**src/rtl/axi_arbiter_s2m_s3.sv**
```systemverilog
// Slave-to-master R/B round-robin arbiter for one AXI master port; R locks per burst, B per beat.
// Optional R beat counter with overrun release: define AXI_S2M_BEAT_CNT_EN.
module axi_arbiter_s2m_s3 #(
  parameter int NUM   = 3,
  parameter int W_CID = 4,
  parameter int W_ID  = 4
) (
  input  logic           AXI_CLK,
  input  logic           AXI_RST,
  input  logic [NUM-1:0] RSELECT,
  input  logic [NUM-1:0] RVALID,
  input  logic [NUM-1:0] RLAST,
  input  logic           RREADY,
  output logic [NUM-1:0] RGRANT,
`ifdef AXI_S2M_BEAT_CNT_EN
  output logic [8:0]     R_BEATS,
  output logic [0:0]     R_OVERRUN,
`endif
  input  logic [NUM-1:0] BSELECT,
  input  logic [NUM-1:0] BVALID,
  input  logic           BREADY,
  output logic [NUM-1:0] BGRANT
);

  localparam int IW = (NUM > 1) ? $clog2(NUM) : 1;
  localparam logic [NUM-1:0] PTR_RST = NUM'(1) << (NUM - 1);

  // The ID widths only describe sideband that travels beside the grant untouched.
  if (W_CID < 1 || W_ID < 1) begin : g_bad_id_width
  end

  typedef enum logic {R_IDLE, R_BUSY} r_state_t;
  typedef enum logic {B_IDLE, B_BUSY} b_state_t;

  // Search starts just above the pointer and wraps; the pointer bit itself is tried last.
  function automatic logic [NUM-1:0] rr_pick(input logic [NUM-1:0] req,
                                             input logic [NUM-1:0] ptr);
    logic [NUM-1:0] gnt;
    logic           found;
    gnt   = '0;
    found = 1'b0;
    for (int off = 1; off <= NUM; off++) begin
      for (int i = 0; i < NUM; i++) begin
        if (!found && ptr[IW'(i)] && req[IW'((i + off) % NUM)]) begin
          gnt[IW'((i + off) % NUM)] = 1'b1;
          found                     = 1'b1;
        end
      end
    end
    return gnt;
  endfunction

  r_state_t       r_state, r_state_nxt;
  logic [NUM-1:0] r_lock, r_lock_nxt, r_ptr, r_ptr_nxt, r_pick, r_grant;
  logic           r_done, r_force_release;

  b_state_t       b_state, b_state_nxt;
  logic [NUM-1:0] b_lock, b_lock_nxt, b_ptr, b_ptr_nxt, b_pick, b_grant;
  logic           b_done;

  assign r_pick  = rr_pick(RSELECT & RVALID, r_ptr);
  assign r_grant = (r_state == R_IDLE) ? r_pick : r_lock;
  assign r_done  = RREADY && |(r_grant & RVALID & RLAST);
  assign RGRANT  = AXI_RST ? '0 : r_grant;

  assign b_pick  = rr_pick(BSELECT & BVALID, b_ptr);
  assign b_grant = (b_state == B_IDLE) ? b_pick : b_lock;
  assign b_done  = BREADY && |(b_grant & BVALID);
  assign BGRANT  = AXI_RST ? '0 : b_grant;

  always_comb begin
    // NOTE: defaults first, so every path assigns every output and no latch is inferred.
    r_state_nxt = r_state;
    r_lock_nxt  = r_lock;
    r_ptr_nxt   = r_ptr;
    case (r_state)
      R_IDLE: begin
        if (|r_pick) begin
          r_ptr_nxt = r_pick;
          if (!r_done) begin
            r_lock_nxt  = r_pick;
            r_state_nxt = R_BUSY;
          end
        end
      end
      R_BUSY: begin
        if (r_done || r_force_release) begin
          r_lock_nxt  = '0;
          r_state_nxt = R_IDLE;
        end
      end
      default: r_state_nxt = R_IDLE;
    endcase
  end

  always_comb begin
    b_state_nxt = b_state;
    b_lock_nxt  = b_lock;
    b_ptr_nxt   = b_ptr;
    case (b_state)
      B_IDLE: begin
        if (|b_pick) begin
          b_ptr_nxt = b_pick;
          if (!b_done) begin
            b_lock_nxt  = b_pick;
            b_state_nxt = B_BUSY;
          end
        end
      end
      B_BUSY: begin
        if (b_done) begin
          b_lock_nxt  = '0;
          b_state_nxt = B_IDLE;
        end
      end
      default: b_state_nxt = B_IDLE;
    endcase
  end

  // NOTE: state registers use non-blocking assignments so all flops update from pre-edge values.
  always_ff @(posedge AXI_CLK or posedge AXI_RST) begin
    if (AXI_RST) begin
      r_state <= R_IDLE;
      r_lock  <= '0;
      r_ptr   <= PTR_RST;
      b_state <= B_IDLE;
      b_lock  <= '0;
      b_ptr   <= PTR_RST;
    end else begin
      r_state <= r_state_nxt;
      r_lock  <= r_lock_nxt;
      r_ptr   <= r_ptr_nxt;
      b_state <= b_state_nxt;
      b_lock  <= b_lock_nxt;
      b_ptr   <= b_ptr_nxt;
    end
  end

`ifdef AXI_S2M_BEAT_CNT_EN
  logic       r_beat;
  logic [8:0] r_beats;
  logic       r_overrun;

  // A 256th beat without RLAST frees the master from a slave that never ends its burst.
  assign r_beat          = RREADY && |(r_grant & RVALID);
  assign r_force_release = r_beat && !r_done && (r_beats == 9'd255);

  always_ff @(posedge AXI_CLK or posedge AXI_RST) begin
    if (AXI_RST) begin
      r_beats   <= '0;
      r_overrun <= 1'b0;
    end else begin
      r_overrun <= r_force_release;
      if (r_done || r_force_release) begin
        r_beats <= '0;
      end else if (r_beat) begin
        r_beats <= r_beats + 9'd1;
      end
    end
  end

  assign R_BEATS   = r_beats;
  assign R_OVERRUN = r_overrun;
`else
  assign r_force_release = 1'b0;
`endif

endmodule

```
**config.mk**
```make
export PLATFORM = sky130hd
export DESIGN_NAME = axi_arbiter_s2m_s3
export DESIGN_NICKNAME = d
export VERILOG_FILES = /design/src/rtl/axi_arbiter_s2m_s3.sv
export SDC_FILE = /design/constraint.sdc
export NUM_CORES = 1
export LEC_CHECK = 0
export CORE_MARGIN = 2
export CORE_UTILIZATION = 45
export CTS_CLUSTER_SIZE = 16
export DETAILED_ROUTE_END_ITERATION = 6
export GPL_TIMING_DRIVEN = 0
export PLACE_DENSITY_LB_ADDON = 0.15
export SYNTH_ARGS = -nofsm -noshare
export SYNTH_HDL_FRONTEND = slang
export SYNTH_SLANG_ARGS = --single-unit
```
**constraint.sdc**
```tcl
create_clock -name AXI_CLK -period 2.8 [get_ports AXI_CLK]
set_clock_uncertainty 0.15 [all_clocks]
set_input_delay 0.56 -clock AXI_CLK [delete_from_list [all_inputs] [get_ports AXI_CLK]]
set_output_delay 0.56 -clock AXI_CLK [all_outputs]
set_load 0.005 [all_outputs]
```
After elaboration in Yosys (flattened, before gate mapping):

Cells that the tools add are included.

* register bits: 12
* output and inout bits: 6
* logic and storage cells: 79

* equality and inequality tests: 6
* muxes and demuxes: 30
* bitwise operators: 7
* reductions and logical operators: 30

Operator list (count)
* $mux 3: 10
* $logic_and 1x1->1: 16
* $mux 1: 16
* $pmux 3 s2: 2
* $and 3x3->3: 3
* $ne 2x1->1 const B: 4
* $logic_not 1->1: 6
* $reduce_and 3->1: 2
* $reduce_or 3->1: 2
* $and 2x2->2: 2
* $ne 2x2->1 const B: 2
* $pmux 1 s2: 2
* $reduce_and 2->1: 2
* $reduce_or 2->1: 2
* $not 1->1: 2

Longest topological paths before layout:

Gate-level depths: netlist of run 1.

* depth in word-level cells: 23
* gate-level depth with buffers: 6

Worst setup path after synthesis of run 1:

No wires, ideal clock.

* path kind: input-to-output
* start: in RVALID[0]
* end: out RGRANT[0]
* data arrival time: 1.412 ns
* path slack: 0.678 ns
* stages: 4
* path buffers: 1
* path through: nand2_1 or4b_1 buf_2 a21oi_1

* longest elaborated chain between the ends: 9
* elaborated cells between the ends (all ways): 10
* those cells by class: 5 x mux; 1 x bitwise; 4 x reduce/logical

Ends and longest elaborated chain
* from (decl): RTL line 11 `input logic [NUM-1:0] RVALID,`
* $and 2x2->2 (*): RTL line 61 `assign r_pick = rr_pick(RSELECT & RVALID, r_ptr);`
* $logic_and 1x1->1: RTL line 44 `if (!found && ptr[IW'(i)] && req[IW'((i + off) % NUM)]) begin`
* $mux 1: RTL line 44
* $logic_not 1->1: RTL line 44
* $logic_and 1x1->1 (2 in series): RTL line 44
* $mux 1 (*): RTL line 44
* $mux 3 (*): RTL line 62 `assign r_grant = (r_state == R_IDLE) ? r_pick : r_lock;`
* $mux 3 (*): RTL line 64 `assign RGRANT = AXI_RST ? '0 : r_grant;`
* to (decl): RTL line 14 `output logic [NUM-1:0] RGRANT,`

Mark *: on every way between the ends. The rest lies on a longest branch, timed or not.

Worst setup path after layout of run 1:

* start: in BSELECT[0]
* end: out BGRANT[0]

* longest elaborated chain between the ends: 9
* elaborated cells between the ends (all ways): 10
* those cells by class: 5 x mux; 1 x bitwise; 4 x reduce/logical

Ends and longest elaborated chain
* from (decl): RTL line 19 `input logic [NUM-1:0] BSELECT,`
* $and 2x2->2 (*): RTL line 66 `assign b_pick = rr_pick(BSELECT & BVALID, b_ptr);`
* $logic_and 1x1->1: RTL line 44
* $mux 1: RTL line 44
* $logic_not 1->1: RTL line 44
* $logic_and 1x1->1 (2 in series): RTL line 44
* $mux 1 (*): RTL line 44
* $mux 3 (*): RTL line 67 `assign b_grant = (b_state == B_IDLE) ? b_pick : b_lock;`
* $mux 3 (*): RTL line 69 `assign BGRANT = AXI_RST ? '0 : b_grant;`
* to (decl): RTL line 22 `output logic [NUM-1:0] BGRANT`

Marked as above.

==> results of run 1 <==
## report_power, final
group | switching, mW | leakage (nW) | internal [mW]
registers | 0.0269 | 0.130 | 0.176
logic | 0.0774 | 0.292 | 0.0706
clock network | 0.0494 | 0.0210 | 0.0789
## state kept, by name, summed over array words and instances (netlist names)
| register | cells |
|---|---|
| b_state | 1 |
| b_lock | 2 |
| b_ptr | 2 |
| r_ptr | 2 |
| r_state | 1 |
| r_lock | 2 |
## synth_stat cells
cell type	count	area [µm²]
nand2_1	20	75.1
a21oi_1	7	35.0
a211oi_1	1	7.51
inv_1	3	11.3
buf_2	1	5.00
mux2i_1	1	10.0
clkbuf_1	1	3.75
nand2_2	1	6.26
conb_1	1	3.75
nor3b_1	1	7.51
o22ai_1	1	6.26
and3_2	1	7.51
o211a_1	1	10.0
and3b_1	1	8.76
a31oi_1	1	6.26
dfrtp_1	10	250
and2_1	1	6.26
or4b_1	1	10.0
a21oi_2	1	8.76
o21ai_0	10	50.1
buf_4	2	15.0
a311oi_1	1	8.76
or3_1	2	12.5
a21boi_0	4	30.0
a21o_2	1	8.76
nand3_1	3	15.0
nor2_1	6	22.5
a311o_1	1	10.0
and3_1	1	6.26
## per-layer routing
| metal | part of all wire | wire (µm) |
|---|---|---|
| met1 | 0.46 | 714 |
| met2 | 0.49 | 753 |
| met3 | 0.047 | 73 |
| met4 | 0 | 0 |
| met5 | 0 | 0 |
## cell type report
cell class,instances,area (µm²),area share
Buffer,4,30.0,0.0331
Clock buffer,4,36.3,0.0399
Inverter,3,11.3,0.0124
Multi-Input combinational cell,70,388,0.427
Sequential cell,10,250,0.275
Tap cell,15,18.8,0.0207
Timing Repair Buffer,18,174,0.191
## worst max path at each step
| stage | slack, ns | endpoint | cells after the start |
|---|---|---|---|
| floorplan | 0.68 | RGRANT[0] | 4 |
| detailed placement | -0.43 | BGRANT[0] | 6 |
| global route | 0.01 | RGRANT[0] | 6 |
| global placement | -0.40 | BGRANT[0] | 6 |
| CTS | 0.04 | BGRANT[1] | 5 |
| finish | 0.08 | BGRANT[0] | 6 |
## logic make-up (layout without fill, tap and decap cells)
kind of cell	count (synthesis)	in the layout
compound gates	29	29
buf+inv	7	29
flops	10	10
mux	1	1
other cells	1	2
simple gates	38	38
## critical path, delay by kind of cell
family,cells,cell delay [ns]
buffers and inverters,2,0.71
AND/OR/NAND/NOR,2,0.24
AO/OA/AOI/OAI,2,0.48
## cell usage in the layout, fill, tap and decap left out, types with 2 or more instances in the layout
| cell | count |
|---|---|
| conb_1 | 2 |
| a21oi_1 | 6 |
| a21boi_0 | 3 |
| clkbuf_4 | 3 |
| nand2_1 | 19 |
| nor2_1 | 6 |
| or3_1 | 2 |
| nand3_1 | 3 |
| dlygate4sd2_1 | 3 |
| o21ai_0 | 8 |
| clkdlybuf4s50_1 | 11 |
| dfrtp_1 | 10 |
| nand2_2 | 2 |
| a21oi_2 | 2 |
| buf_4 | 3 |
| inv_1 | 3 |
| dlymetal6s2s_1 | 2 |
## through the flow
stage / total power [mW] / util / setup TNS (ns)
2_1_floorplan: 0.297 / - / 0
3_3_place_gp: 0.353 / 0.638 / -1.04
3_5_place_dp: 0.357 / 0.638 / -1.14
4_1_cts: 0.482 / 0.674 / 0
5_1_grt: 0.514 / 0.681 / 0
6_report: 0.480 / 0.681 / 0
## timing repair
item / CTS / global route
buffers inserted: 1 / 0
gates resized for setup: 12 / 5
pin swaps: 2 / 1
hold endpoints to repair: 0 / 0
endpoints found under the setup margin: 4 / 2
==> impl_metrics.toml, run 1 <==
[status]
status = "finished, final reports clean"

[finish]
n_antenna_cell = 0
fin_nets = 129
finalNonFillerCells = 124
drive_gt1_frac = 0.156
fin_area_um2 = 908
num-fill-cells = 121
syn_to_final_growth_pct = 38.0

[die]
core_area_mm2 = 0.00133
die_w_um = 42.2
die_h_um = 42.2
die_area_mm2 = 0.00178
ios = 25
rows = 13
start_util = 0.493

[clock_tree]
h-tree-depth = 1
ctsHoldBuffers = 0
cts_root_buf = "clkbuf_4"
worstSkewPairLatency_ns = 0.27
cts_buffer_depth = 2
cts_buffers = 3
tritoncts = "built"
path_clk_slew_ns = 0.06
clock_sinks = 10

[setup_path]
cp-start-kind = "primary input"
rrSetupSlack_ns = 1.07
cp_slowest_cell = "clkdlybuf4s50_1"
cp_slowest_stage_delay_ns = 0.48
critical_path_required_ns = 2.09
crit_chain = "clkdlybuf4s50_1 > nand2_1 > a311o_1 > o21ai_1 > and2_1 > dlygate4sd2_1"
reg2reg_depth = 5
r2r-end = "r_state$_DFF_PP0_"
crit_path_max_fanout = 4
end_kind = "output port"
worstPathArrival_ns = 2.01
crit_start = "BSELECT[0]"
reg2reg_from = "r_state$_DFF_PP0_"
crit_type = "primary input to output port"

[synthesis]
synth_area_per_cell_um2 = 7.65
yosys.area_share.simple = 0.270
seq_area_frac_synth = 0.380
synth_xor_area_frac = 0
synthAdderAreaFrac = 0
synth_cell_types = 29
yosys_warnings = 0
synth.area.mux_share = 0.0152
synth_cells = 86
netlist_area_um2 = 658
synth_top_family_by_area = "compound AO/OA/AOI/OAI gates"
ys_seq_elements = 10
synth_compound_area_frac = 0.276

[route]
vias = 666
drt_iter0_drc = 7
avgRoutedWirePerCell_um = 12.4
drc = 0
ant_nets = 0
first_pass_iters = 4
totalWireLength_um = 1540
avgViaCountPerCell = 5.37

[hold_path]
whs_endpoint = "r_ptr[1]$_DFFE_PP0P_"
whs_path_depth = 2
hp-start = "r_ptr[1]$_DFFE_PP0P_"
hold_class = "flip-flop to flip-flop"

[timing]
final_hold_viol_count = 0
drv_slew = 0
rsz0062_at_grt = "false"
period_share = 0.970
fmax_mhz = 368
period_needed_ns = 2.72
setup_violations = 0
layout_setup_ws_ns = 0.0841
whs_ns = 0.394

[placement]
io_buffer_count = 17
dp_slack_ns = -0.433
hpwlAfterDp_um = 1220
placed_area_um2 = 851
dp_cells = 119
gp_congestion = 0.856

[global_route]
busiest_layer = "met2"
grt_use_total = 0.196
grt_pass1_vias = 635
grt_pass1_wl_um = 2690
antenna_found_initial = 0
grt_use_met3 = 0.0647
grtUsageMet2 = 0.351
grt-ovfl-total = 0
grt_util_met1 = 0.244
grt_max_degree = 12

[run]
maxCapViolCount = 0

[pwr]
power_density_mw_per_mm2 = 528
p_leak_nw = 0.443
vdd_drop_max_uv = 387
Note: power is estimated with default switching activity, not from simulation.
==> inputs of run 2 (changes only) <==
--- a/config.mk
+++ b/config.mk
@@ -7,6 +7,7 @@
 export LEC_CHECK = 0
 export CORE_MARGIN = 2
 export CORE_UTILIZATION = 45
+export CTS_CLUSTER_DIAMETER = 30
 export CTS_CLUSTER_SIZE = 16
 export DETAILED_ROUTE_END_ITERATION = 6
 export GPL_TIMING_DRIVEN = 0
==> results of run 2 <==
No change in the layout: final DEF, timing and power equal those of run 1.
